**config.mk**
```make
export PLATFORM = sky130hd
export DESIGN_NAME = multi_cycle_controller
export DESIGN_NICKNAME = d
export VERILOG_FILES = /design/src/rtl/multi_cycle_controller.sv
export SDC_FILE = /design/constraint.sdc
export NUM_CORES = 1
export LEC_CHECK = 0
export ABC_AREA = 1
export CELL_PAD_IN_SITES_DETAIL_PLACEMENT = 0
export CELL_PAD_IN_SITES_GLOBAL_PLACEMENT = 1
export CORE_MARGIN = 2
export CORE_UTILIZATION = 23
export DETAILED_ROUTE_END_ITERATION = 10
export PLACE_DENSITY = 0.89
export SKIP_LAST_GASP = 1
export SLEW_MARGIN = 20
export SYNTH_ARGS = -nofsm -noshare
export SYNTH_HDL_FRONTEND = slang
export SYNTH_SLANG_ARGS = --single-unit
```
**constraint.sdc**
```tcl
create_clock -name clk -period 2.33 [get_ports clk]
set_input_delay 0.3495 -clock clk [delete_from_list [all_inputs] [get_ports clk]]
set_output_delay 0.3495 -clock clk [all_outputs]
set_load 0.005 [all_outputs]
```
**src/rtl/multi_cycle_controller.sv**
```systemverilog
// Multi-cycle MIPS-style main control FSM.
// Moore state decode; FETCH strobes are qualified by memory ready.
module multi_cycle_controller #(
  parameter bit IGNORE_READY = 1'b0
) (
  input  logic       clk,
  input  logic       rst_n,
  input  logic [5:0] opcode,
  input  logic       mem_ready,
  output logic       pc_write,
  output logic       pc_write_cond,
  output logic       i_or_d,
  output logic       mem_read,
  output logic       mem_write,
  output logic       ir_write,
  output logic       mem_to_reg,
  output logic       reg_dst,
  output logic       reg_write,
  output logic       alu_src_a,
  output logic [1:0] alu_src_b,
  output logic [1:0] pc_source,
  output logic [2:0] alu_op,
  output logic [3:0] state,
  output logic       illegal_op
);

  localparam logic [3:0] S_FETCH  = 4'd0;
  localparam logic [3:0] S_DECODE = 4'd1;
  localparam logic [3:0] S_MEMADR = 4'd2;
  localparam logic [3:0] S_MEMRD  = 4'd3;
  localparam logic [3:0] S_MEMWB  = 4'd4;
  localparam logic [3:0] S_MEMWR  = 4'd5;
  localparam logic [3:0] S_EXEC   = 4'd6;
  localparam logic [3:0] S_ALUWB  = 4'd7;
  localparam logic [3:0] S_BRANCH = 4'd8;
  localparam logic [3:0] S_JUMP   = 4'd9;
  localparam logic [3:0] S_ADDIEX = 4'd10;
  localparam logic [3:0] S_ADDIWB = 4'd11;

  localparam logic [5:0] OP_LW   = 6'b100011;
  localparam logic [5:0] OP_SW   = 6'b101011;
  localparam logic [5:0] OP_R    = 6'b000000;
  localparam logic [5:0] OP_BEQ  = 6'b000100;
  localparam logic [5:0] OP_J    = 6'b000010;
  localparam logic [5:0] OP_ADDI = 6'b001000;

  logic [3:0] state_q;
  logic [3:0] state_d;
  logic       ready;
  logic       legal;

  assign ready = IGNORE_READY ? 1'b1 : mem_ready;
  assign state = state_q;

  always_ff @(posedge clk or negedge rst_n) begin
    if (!rst_n) begin
      state_q <= S_FETCH;
    end else begin
      state_q <= state_d;
    end
  end

  always_comb begin
    legal = 1'b0;
    unique case (opcode)
      OP_LW, OP_SW, OP_R,
      OP_BEQ, OP_J, OP_ADDI: legal = 1'b1;
      default:               legal = 1'b0;
    endcase
  end

  always_comb begin
    state_d = S_FETCH;
    case (state_q)
      S_FETCH:  state_d = ready ? S_DECODE : S_FETCH;
      S_DECODE: begin
        case (opcode)
          OP_LW, OP_SW: state_d = S_MEMADR;
          OP_R:         state_d = S_EXEC;
          OP_BEQ:       state_d = S_BRANCH;
          OP_J:         state_d = S_JUMP;
          OP_ADDI:      state_d = S_ADDIEX;
          default:      state_d = S_FETCH;
        endcase
      end
      S_MEMADR: state_d = (opcode == OP_LW) ? S_MEMRD : S_MEMWR;
      S_MEMRD:  state_d = ready ? S_MEMWB : S_MEMRD;
      S_MEMWR:  state_d = ready ? S_FETCH : S_MEMWR;
      S_EXEC:   state_d = S_ALUWB;
      S_ADDIEX: state_d = S_ADDIWB;
      default:  state_d = S_FETCH;
    endcase
  end

  // rst_n also gates the FETCH write strobes so reset never commits a PC/IR write
  always_comb begin
    pc_write      = 1'b0;
    pc_write_cond = 1'b0;
    i_or_d        = 1'b0;
    mem_read      = 1'b0;
    mem_write     = 1'b0;
    ir_write      = 1'b0;
    mem_to_reg    = 1'b0;
    reg_dst       = 1'b0;
    reg_write     = 1'b0;
    alu_src_a     = 1'b0;
    alu_src_b     = 2'b00;
    pc_source     = 2'b00;
    alu_op        = 3'b000;
    illegal_op    = 1'b0;
    case (state_q)
      S_FETCH: begin
        mem_read  = 1'b1;
        alu_src_b = 2'b01;
        ir_write  = ready & rst_n;
        pc_write  = ready & rst_n;
      end
      S_DECODE: begin
        alu_src_b  = 2'b11;
        illegal_op = ~legal;
      end
      S_MEMADR, S_ADDIEX: begin
        alu_src_a = 1'b1;
        alu_src_b = 2'b10;
      end
      S_MEMRD: begin
        mem_read = 1'b1;
        i_or_d   = 1'b1;
      end
      S_MEMWB: begin
        reg_write  = 1'b1;
        mem_to_reg = 1'b1;
      end
      S_MEMWR: begin
        mem_write = 1'b1;
        i_or_d    = 1'b1;
      end
      S_EXEC: begin
        alu_src_a = 1'b1;
        alu_op    = 3'b010;
      end
      S_ALUWB: begin
        reg_write = 1'b1;
        reg_dst   = 1'b1;
      end
      S_BRANCH: begin
        alu_src_a     = 1'b1;
        alu_op        = 3'b001;
        pc_write_cond = 1'b1;
        pc_source     = 2'b01;
      end
      S_JUMP: begin
        pc_write  = 1'b1;
        pc_source = 2'b10;
      end
      S_ADDIWB: reg_write = 1'b1;
      default: ;
    endcase
  end

endmodule

```
==> results_dict.tcl, run 1 <==
set metrics [dict create \
    status "completed" \
    ios 31 \
    drc 0 \
    leakagePower_nw 0.464 \
    fp.dieH_um 51.7 \
    pwr-share-clk 0.280 \
    synth_cells 104 \
    rows 17 \
    worstReg2RegStart "state[3]$_DFF_PN0_" \
    clockRootBuffer "clkbuf_4" \
    async_reset_ff_frac 1.00 \
    hp-class "primary input to asynchronous set/reset pin" \
    final_nets 146 \
    hold_viol 0 \
    crit_fanout 6 \
    num_vias 666 \
    period_needed_ps 2140 \
    fin_skew_ps 0.643 \
    slowest_delay_ps 510 \
    numCtsBuffers 3 \
    muxShareOfSynthArea 0 \
    critPathRequiredTime_ps 1980 \
    ys.flop_type "dfrtp_1" \
    die-area_sq_mm 0.00268 \
    grt_overflow 0 \
    p_int_mw 0.204 \
    clkLatencyLatePin_ps 240 \
    cts_tree "yes" \
    cts.sinks 4 \
    ys_warn_count 0 \
    diodes 0 \
    first_iter_violations 8 \
    fin_setup_tns_ps 0 \
    whs_ps 403 \
    drv_cap 0 \
    wl_per_cell_um 8.69 \
    setup_viol 0 \
    seq_area_frac_synth 0.191 \
    synth_top_area_frac 0.229 \
    grt_pass1_wl_um 2260 \
    yosys.area_share.simple 0.592 \
    coreArea_sq_mm 0.00219 \
    p_seq_frac 0.268 \
    synth-compound-area-share 0.0310 \
    multi_input_area_sq_um 330 \
    ctsHtreeMaxLevel 1 \
    synth_fa_ha_area_frac 0 \
    critPathSlowestCell "clkdlybuf4s50_1" \
    syn_to_final_growth_pct 64.9 \
    synth_top_family_by_area "simple AND/OR/NAND/NOR gates" \
    fill_cells 247 \
    p_switching_mw 0.101 \
    yosysTopAreaCell "nand2_1" \
    synth_cell_types 15 \
    ant_nets 0 \
    drt_first_pass_iters 4 \
    syn-cell-area_sq_um 524 \
    wirelength_um 1420 \
    grt_max_degree 8 \
    worstSetupPathType "flop to output port" \
    power_density_mw_per_mm2 353 \
    rrSetupSlack_ps 1170 \
    period_share 0.919 \
    post-place-cells 160 \
    start_util 0.239 \
    synth-edff-count 0 \
    dp.final_hpwl_um 1250 \
    register_area_sq_um 100 \
    synth_area_leaders "nand2_1 23%, dfrtp_1 19%, nor2_1 19%, inv_1 10%, nand3_1 7.6%" \
    clk_pin_slew_worst_paths_ps 30 \
    antenna_found_initial 0 \
    post_cts_buffers 0 \
    grt_pass1_vias 572 \
    reg2reg_depth 7 \
    port_buffers 29 \
    gp_congestion 0.844 \
    r2r_end "state[2]$_DFF_PN0_" \
    drive_gt1_frac 0.126 \
    cp.arrival_ps 1790 \
    cp-end-kind "output port" \
    syn_avg_cell_area_sq_um 5.04 \
    worstSetupStartpointType "flop" \
    die_w_um 51.7 \
    grt_usage 0.115 \
    clock_path_buffers 2 \
    fin_cells 163 \
    synthesis.nets 113 \
    yosysMostFrequentCell "nand2_1" \
    slew_viol_final 0 \
    synth_xor_area_frac 0 \
    cts_resized 0 \
    grt_setup_unrepaired "false" \
    yosys-top-cells-count "32 x nand2_1, 26 x nor2_1, 14 x inv_1, 8 x nand3_1, 6 x inv_2" \
    power_frac_comb 0.452 \
    cts_hold_buf 0 \
    clock.fmax_ghz 0.467 \
    largest_register_ff_count 4 \
    path_cells "nor2_4 -> nand3_2 -> inv_2 -> nand2_1 -> nor2_1 -> clkdlybuf4s50_1" \
    swShare 0.331 \
    ys_ff_latch 4 \
    vias_per_cell 4.09 \
    ir_drop_uv 166 \
]
-- cells in the final DEF (no fill, tap or decap) --
cell             instances
o22ai_1                  1
nor2_1                  26
nand2_1                 32
nand2_2                  3
nor2_4                   1
clkdlybuf4s50_1         29
conb_1                   1
inv_1                   14
dfrtp_1                  4
nand3_2                  1
inv_2                    6
nand3_1                  8
clkbuf_4                 3
nor2_2                   2
o21ai_0                  2
buf_4                    1
clkinv_1                 1
-- layout make-up --
type	count	share of cell area
timing repair buffer	30	0.344
multi-input combinational	77	0.382
tap	28	0.0405
sequential	4	0.116
inverter	21	0.0912
clock buffer	3	0.0260
-- routing by layer --
| layer | share of wire | up-vias | GRT usage |
|---|---|---|---|
| li1 | - | 365 | - |
| met1 | 0.43 | 268 | 0.130 |
| met2 | 0.46 | 30 | 0.201 |
| met3 | 0.085 | 3 | 0.0201 |
| met4 | 0.020 | 0 | 0.0658 |
| met5 | 0 | - | 0 |
-- worst max path at each step --
| stage | start | slack (ps) | end | depth (start not counted) |
|---|---|---|---|---|
| finish | state[3]$_DFF_PN0_ | 190 | illegal_op | 6 |
| detailed placement | opcode[5] | 200 | illegal_op | 8 |
| CTS | state[3]$_DFF_PN0_ | 170 | pc_write | 6 |
| global route | state[3]$_DFF_PN0_ | 30 | pc_write | 6 |
| floorplan | state[3]$_DFF_PN0_ | 990 | pc_write | 5 |
| global placement | opcode[3] | 250 | illegal_op | 6 |
-- worst max-delay path: cells and delay by family, from the launching register on --
| kind | cells | cell delay (ps) |
|---|---|---|
| buf+inv | 2 | 620 |
| simple gates | 4 | 500 |
| flops | 1 | 450 |
-- per-stage QoR --
stage | cell area, sq um | power, mW | utilization | setup slack [ps]
2_1_floorplan | 524 | 0.146 | - | 986
3_3_place_gp | 842 | 0.219 | 0.384 | 250
3_5_place_dp | 842 | 0.221 | 0.384 | 205
4_1_cts | 865 | 0.309 | 0.395 | 168
5_1_grt | 865 | 0.328 | 0.395 | 28.1
6_report | 865 | 0.305 | 0.395 | 188
-- power groups by stage --
stage | sequential (mW) | combinational [mW] | clock, mW
final | 0.0818 | 0.138 | 0.0855
after global routing | 0.0833 | 0.153 | 0.0918
after CTS | 0.0818 | 0.139 | 0.0884
after detailed placement | 0.0826 | 0.139 | 0
after global placement | 0.0826 | 0.137 | 0
after floorplan | 0.0825 | 0.0631 | 0
-- cell families after synthesis --
family,after synthesis
flops,4
compound gates,3
buf+inv,23
simple gates,73
other cells,1
No activity file was read; power rests on OpenSTA's default activity.
==> inputs of run 2 (changes only) <==
--- a/config.mk
+++ b/config.mk
@@ -11,9 +11,9 @@
 export CORE_MARGIN = 2
 export CORE_UTILIZATION = 23
 export DETAILED_ROUTE_END_ITERATION = 10
-export PLACE_DENSITY = 0.89
+export PLACE_DENSITY = 0.82
+export SETUP_SLACK_MARGIN = 0.02
 export SKIP_LAST_GASP = 1
-export SLEW_MARGIN = 20
 export SYNTH_ARGS = -nofsm -noshare
 export SYNTH_HDL_FRONTEND = slang
 export SYNTH_SLANG_ARGS = --single-unit
==> results_dict.tcl, run 2 (synthesis gave the netlist of run 1 again) <==
set metrics [dict create \
    setup_viol 0 \
    period_share 0.927 \
    critPathSlowestCell "clkdlybuf4s50_1" \
    wl_per_cell_um 8.54 \
    final_cell_mix "32 x nand2_1, 29 x clkdlybuf4s50_1, 26 x nor2_1" \
    path_cells "nor2_4 -> nand2_1 -> nor2_2 -> inv_2 -> o22ai_1 -> clkdlybuf4s50_1" \
    period_needed_ps 2160 \
    cp_num_cells 6 \
    final_nets 146 \
    wirelength_um 1390 \
    p_switching_mw 0.0969 \
    clock_path_buffers 2 \
    grt_pass1_wl_um 2230 \
    grt_pass1_vias 579 \
    p_int_mw 0.204 \
    rrSetupSlack_ps 1190 \
    grt_overflow 0 \
    swShare 0.322 \
    hold_viol 0 \
    fin_skew_ps 0.992 \
    dp.final_hpwl_um 1230 \
    p_seq_frac 0.275 \
    ir_drop_uv 143 \
    port_buffers 29 \
    worstSetupPathType "flop to output port" \
    diodes 0 \
    drt_first_pass_iters 4 \
    die-area_sq_mm 0.00268 \
    multi_input_area_sq_um 330 \
    register_area_sq_um 100 \
    worstReg2RegStart "state[3]$_DFF_PN0_" \
    antenna_found_initial 0 \
    drv_cap 0 \
    fp.dieH_um 51.7 \
    clock.fmax_ghz 0.463 \
    slew_viol_final 0 \
    largest_register_ff_count 4 \
    layout_commonest_cell "nand2_1" \
    grt_usage 0.112 \
    first_iter_violations 4 \
    r2r_end "state[2]$_DFF_PN0_" \
    hp-class "primary input to asynchronous set/reset pin" \
    post-place-cells 160 \
    start_util 0.239 \
    crit_end "pc_write" \
    post_cts_buffers 0 \
    rows 17 \
    leakagePower_nw 0.464 \
    status "completed" \
    worstSetupStartpoint "state[3]$_DFF_PN0_" \
    power_frac_comb 0.450 \
    grt_max_degree 8 \
    reg2reg_depth 7 \
    p_total_mw 0.301 \
    vias_per_cell 4.03 \
    numCtsBuffers 3 \
    grt_setup_unrepaired "false" \
    worstSetupStartpointType "flop" \
    drive_gt1_frac 0.126 \
    coreArea_sq_mm 0.00219 \
    cp.arrival_ps 1810 \
    ant_nets 0 \
    fill_cells 234 \
    ios 31 \
    num_vias 657 \
    critPathTopFamily "buffers and inverters" \
    clockRootBuffer "clkbuf_4" \
    die_w_um 51.7 \
    cts_resized 0 \
    slowest_delay_ps 520 \
    drc 0 \
    critPathRequiredTime_ps 1980 \
    crit_fanout 6 \
    power_density_mw_per_mm2 348 \
    cp-end-kind "output port" \
    ctsHtreeMaxLevel 1 \
    gp_congestion 0.788 \
    timing.critical_path.buf_inv 2 \
    cts_tree "yes" \
    fin_setup_tns_ps 0 \
    pwr-share-clk 0.275 \
    cts_hold_buf 0 \
    syn_to_final_growth_pct 64.9 \
    clkLatencyLatePin_ps 230 \
    cts.sinks 4 \
    fin_cells 163 \
    clk_pin_slew_worst_paths_ps 40 \
]
run 2: power groups by stage:
stage	combinational [mW]	sequential (mW)	clock, mW
6_report	0.135	0.0829	0.0827
5_1_grt	0.151	0.0835	0.0943
4_1_cts	0.137	0.0830	0.0874
3_5_place_dp	0.136	0.0838	0
3_3_place_gp	0.136	0.0834	0
2_1_floorplan	0.0631	0.0825	0
run 2: area by class of cell:
class / count / share of cell area
repair buffers: 30 / 0.344
inverters: 21 / 0.0912
well taps: 28 / 0.0405
flip-flops and latches: 4 / 0.116
clock buffers: 3 / 0.0260
multi-input cells: 77 / 0.382
run 2: worst min-delay path by stage:
stage,from,endpoint,slack [ps],depth (start not counted)
after floorplan,rst_n,state[0]$_DFF_PN0_,50,0
after global placement,state[3]$_DFF_PN0_,state[3]$_DFF_PN0_,650,2
after detailed placement,state[3]$_DFF_PN0_,state[3]$_DFF_PN0_,650,2
after CTS,rst_n,state[2]$_DFF_PN0_,420,2
after global routing,rst_n,state[1]$_DFF_PN0_,450,2
final,rst_n,state[2]$_DFF_PN0_,430,2
run 2: layer usage:
layer  up-vias  global-route usage  part of all wire
li1        363                   -                 -
met1       268               0.118              0.43
met2        26               0.214              0.50
met3         0              0.0259             0.070
met4         0              0.0395                 0
met5         -                   0                 0
run 2: per-stage QoR:
| step | instance area, sq um | util | setup WS [ps] | hold slack [ps] |
|---|---|---|---|---|
| after floorplan | 524 | - | 986 | 53.9 |
| after global placement | 842 | 0.384 | 245 | 652 |
| after detailed placement | 842 | 0.384 | 233 | 652 |
| after CTS | 865 | 0.395 | 160 | 421 |
| after global routing | 865 | 0.395 | 28.5 | 452 |
| final | 865 | 0.395 | 169 | 429 |
run 2: worst register-to-register path: stages (launching register included):
cell and delay [ps]:
dfrtp_1 440, nor2_4 220, nand3_2 140, inv_2 100, nand2_1 50, nand2_1 50, inv_1 30, nand2_1 40
==> inputs of run 3 (changes only) <==
--- a/config.mk
+++ b/config.mk
@@ -13,7 +13,7 @@
 export DETAILED_ROUTE_END_ITERATION = 10
 export PLACE_DENSITY = 0.82
 export SETUP_SLACK_MARGIN = 0.02
-export SKIP_LAST_GASP = 1
+export SKIP_CTS_REPAIR_TIMING = 1
 export SYNTH_ARGS = -nofsm -noshare
 export SYNTH_HDL_FRONTEND = slang
 export SYNTH_SLANG_ARGS = --single-unit
==> results of run 3 <==
Same layout as run 2: the final DEF is identical, and so are final timing and power.
==> variant, RTL diff (config.mk and constraints of run 2) <==
Reset style: synchronous (`rst_n`), changed in one clocked block.
--- a/src/rtl/multi_cycle_controller.sv
+++ b/src/rtl/multi_cycle_controller.sv
@@ -53,5 +53,5 @@
   assign state = state_q;
 
-  always_ff @(posedge clk or negedge rst_n) begin
+  always_ff @(posedge clk) begin
     if (!rst_n) begin
       state_q <= S_FETCH;
Formal check against the unedited RTL: differs if rst_n is asserted again (counterexample within 4 cycles, from zero or initial values and one cycle with rst_n low); with rst_n held inactive, the same outputs for 10 cycles.
==> variant against run 2 <==
Cell area down 3.3%; wire length rose by 2.3%; synthesized area fell by 6.2%; critical endpoint is now alu_src_a; critical path depth did not move; final cell count unchanged; setup slack better by 0.15 ns; non-clock buffer count unchanged; sequential cell count is the same.
Power is not compared: it rests on default switching activity, and its combinational part moved more than twofold at a synthesized area within 25%.
==> variant: results (changes against run 2) <==
INFO  metric cp_max_fo = 5 (-1)
INFO  metric global_route_usage_over_all_layers = 0.121 (+0.00971)
INFO  metric route.layer.met1.wl = 624 um (+4.0%)
INFO  metric fraction_of_layout_instances_using_a_drive_strength_above_1 = 0.0441 (-0.0818)
INFO  metric post_synth_main_area_contributors = sky130_fd_sc_hd__nand2_1 (26%), sky130_fd_sc_hd__nor2_1 (21%), sky130_fd_sc_hd__dfxtp_1 (16%)
INFO  metric placement.setup.worst_slack = 0.0583 ns (-0.175 ns)
INFO  metric gr-usage-met2 = 0.230 (+0.0166)
INFO  metric via_per_inst = 4.17 (+3.3%)
INFO  metric use_met3 = 0.0208 (-0.00503)
INFO  metric sequential_share_of_cell_area = 0.0958 (-0.0200)
INFO  metric synth_cell_types = 12 (-3)
INFO  metric finalClockSkew = 0.00301 ns (+0.00202 ns)
INFO  metric status = completed
INFO  metric p_leak = 0.448 nW
INFO  metric multiInputGateArea = 332 um2 (+0.38%)
INFO  metric finalNetCount = 147 (+0.68%)
INFO  metric post_dp_cell_area = 808 um2 (-4.0%)
INFO  metric hold_ws = 0.574 ns (+0.144 ns)
INFO  metric multi_input_gates = 81 (+5.2%)
INFO  metric non_clock_buffer_area_share = 0.359 (+0.0149)
INFO  metric final.fill_count = 222 (-5.1%)
INFO  metric worst_hold_path_type = flip-flop to flip-flop
INFO  metric grt_first_pass_wirelength = 2.42 mm (+8.4%)
INFO  metric met3_wirelength = 118 um (+20%)
INFO  metric yosys-top-cells-count = sky130_fd_sc_hd__nand2_1 (34), sky130_fd_sc_hd__nor2_1 (28), sky130_fd_sc_hd__inv_1 (18)
INFO  metric route.final.wire_length = 1.42 mm (+2.3%)
INFO  metric worst_r2r_startpoint = state[3]
INFO  metric synth_flop_type = sky130_fd_sc_hd__dfxtp_1
INFO  metric sequential_cell_area = 80.1 um2 (-20%)
INFO  metric crit_path_dat = 1.67 ns (-0.14 ns)
INFO  metric synth-seq-area-share = 0.163 (-0.0281)
INFO  metric met2_wire_len = 681 um (-1.7%)
INFO  metric slowest_delay = 0.50 ns (-0.02 ns)
INFO  metric grt.met1_usage = 0.139 (+0.0210)
INFO  metric vias = 679 (+3.3%)
INFO  metric r2r_setup_slack = 1.16 ns (-0.03 ns)
INFO  metric syn_area_per_cell = 4.68 um2 (-7.1%)
INFO  metric syn_inst = 105 (+0.96%)
INFO  metric initialDrtViolationCount = 9 (+5)
INFO  metric gp_routability_congestion = 0.834 (+5.7%)
INFO  metric non_clock_inverter_count = 18 (-14%)
INFO  metric place.detailed.hpwl = 1.31 mm (+6.8%)
==> variant: worst max path at each step <==
stage	start	end	slack (ns)	cells past startpoint
6_report	state[2]	alu_src_a	0.31	6
2_1_floorplan	opcode[3]	illegal_op	1.04	5
3_3_place_gp	opcode[2]	illegal_op	0.12	7
4_1_cts	opcode[2]	illegal_op	0.04	7
3_5_place_dp	opcode[2]	illegal_op	0.06	7
5_1_grt	state[2]	alu_src_a	0.1	6
==> variant: power breakdown <==
group	switching [W]	internal, W	total [W]
sequential	0.00000174	0.0000704	0.0000721
clock	0.0000241	0.0000573	0.0000814
combinational	0.0000298	0.0000348	0.0000646
==> variant: kinds of logic (layout without fill, tap and decap cells) <==
family	Yosys count	after routing	share of synthesized area
flops	4	4	0.163
compound gates	6	6	0.0636
simple gates	74	74	0.598
other cells	1	1	0.00763
buf+inv	20	51	0.168
==> variant: worst register-to-register path: cells and delay by family, from the launching register on <==
family	cells	cell delay, ns
compound gates	1	0.07
buf+inv	1	0.08
simple gates	5	0.48
flops	1	0.43
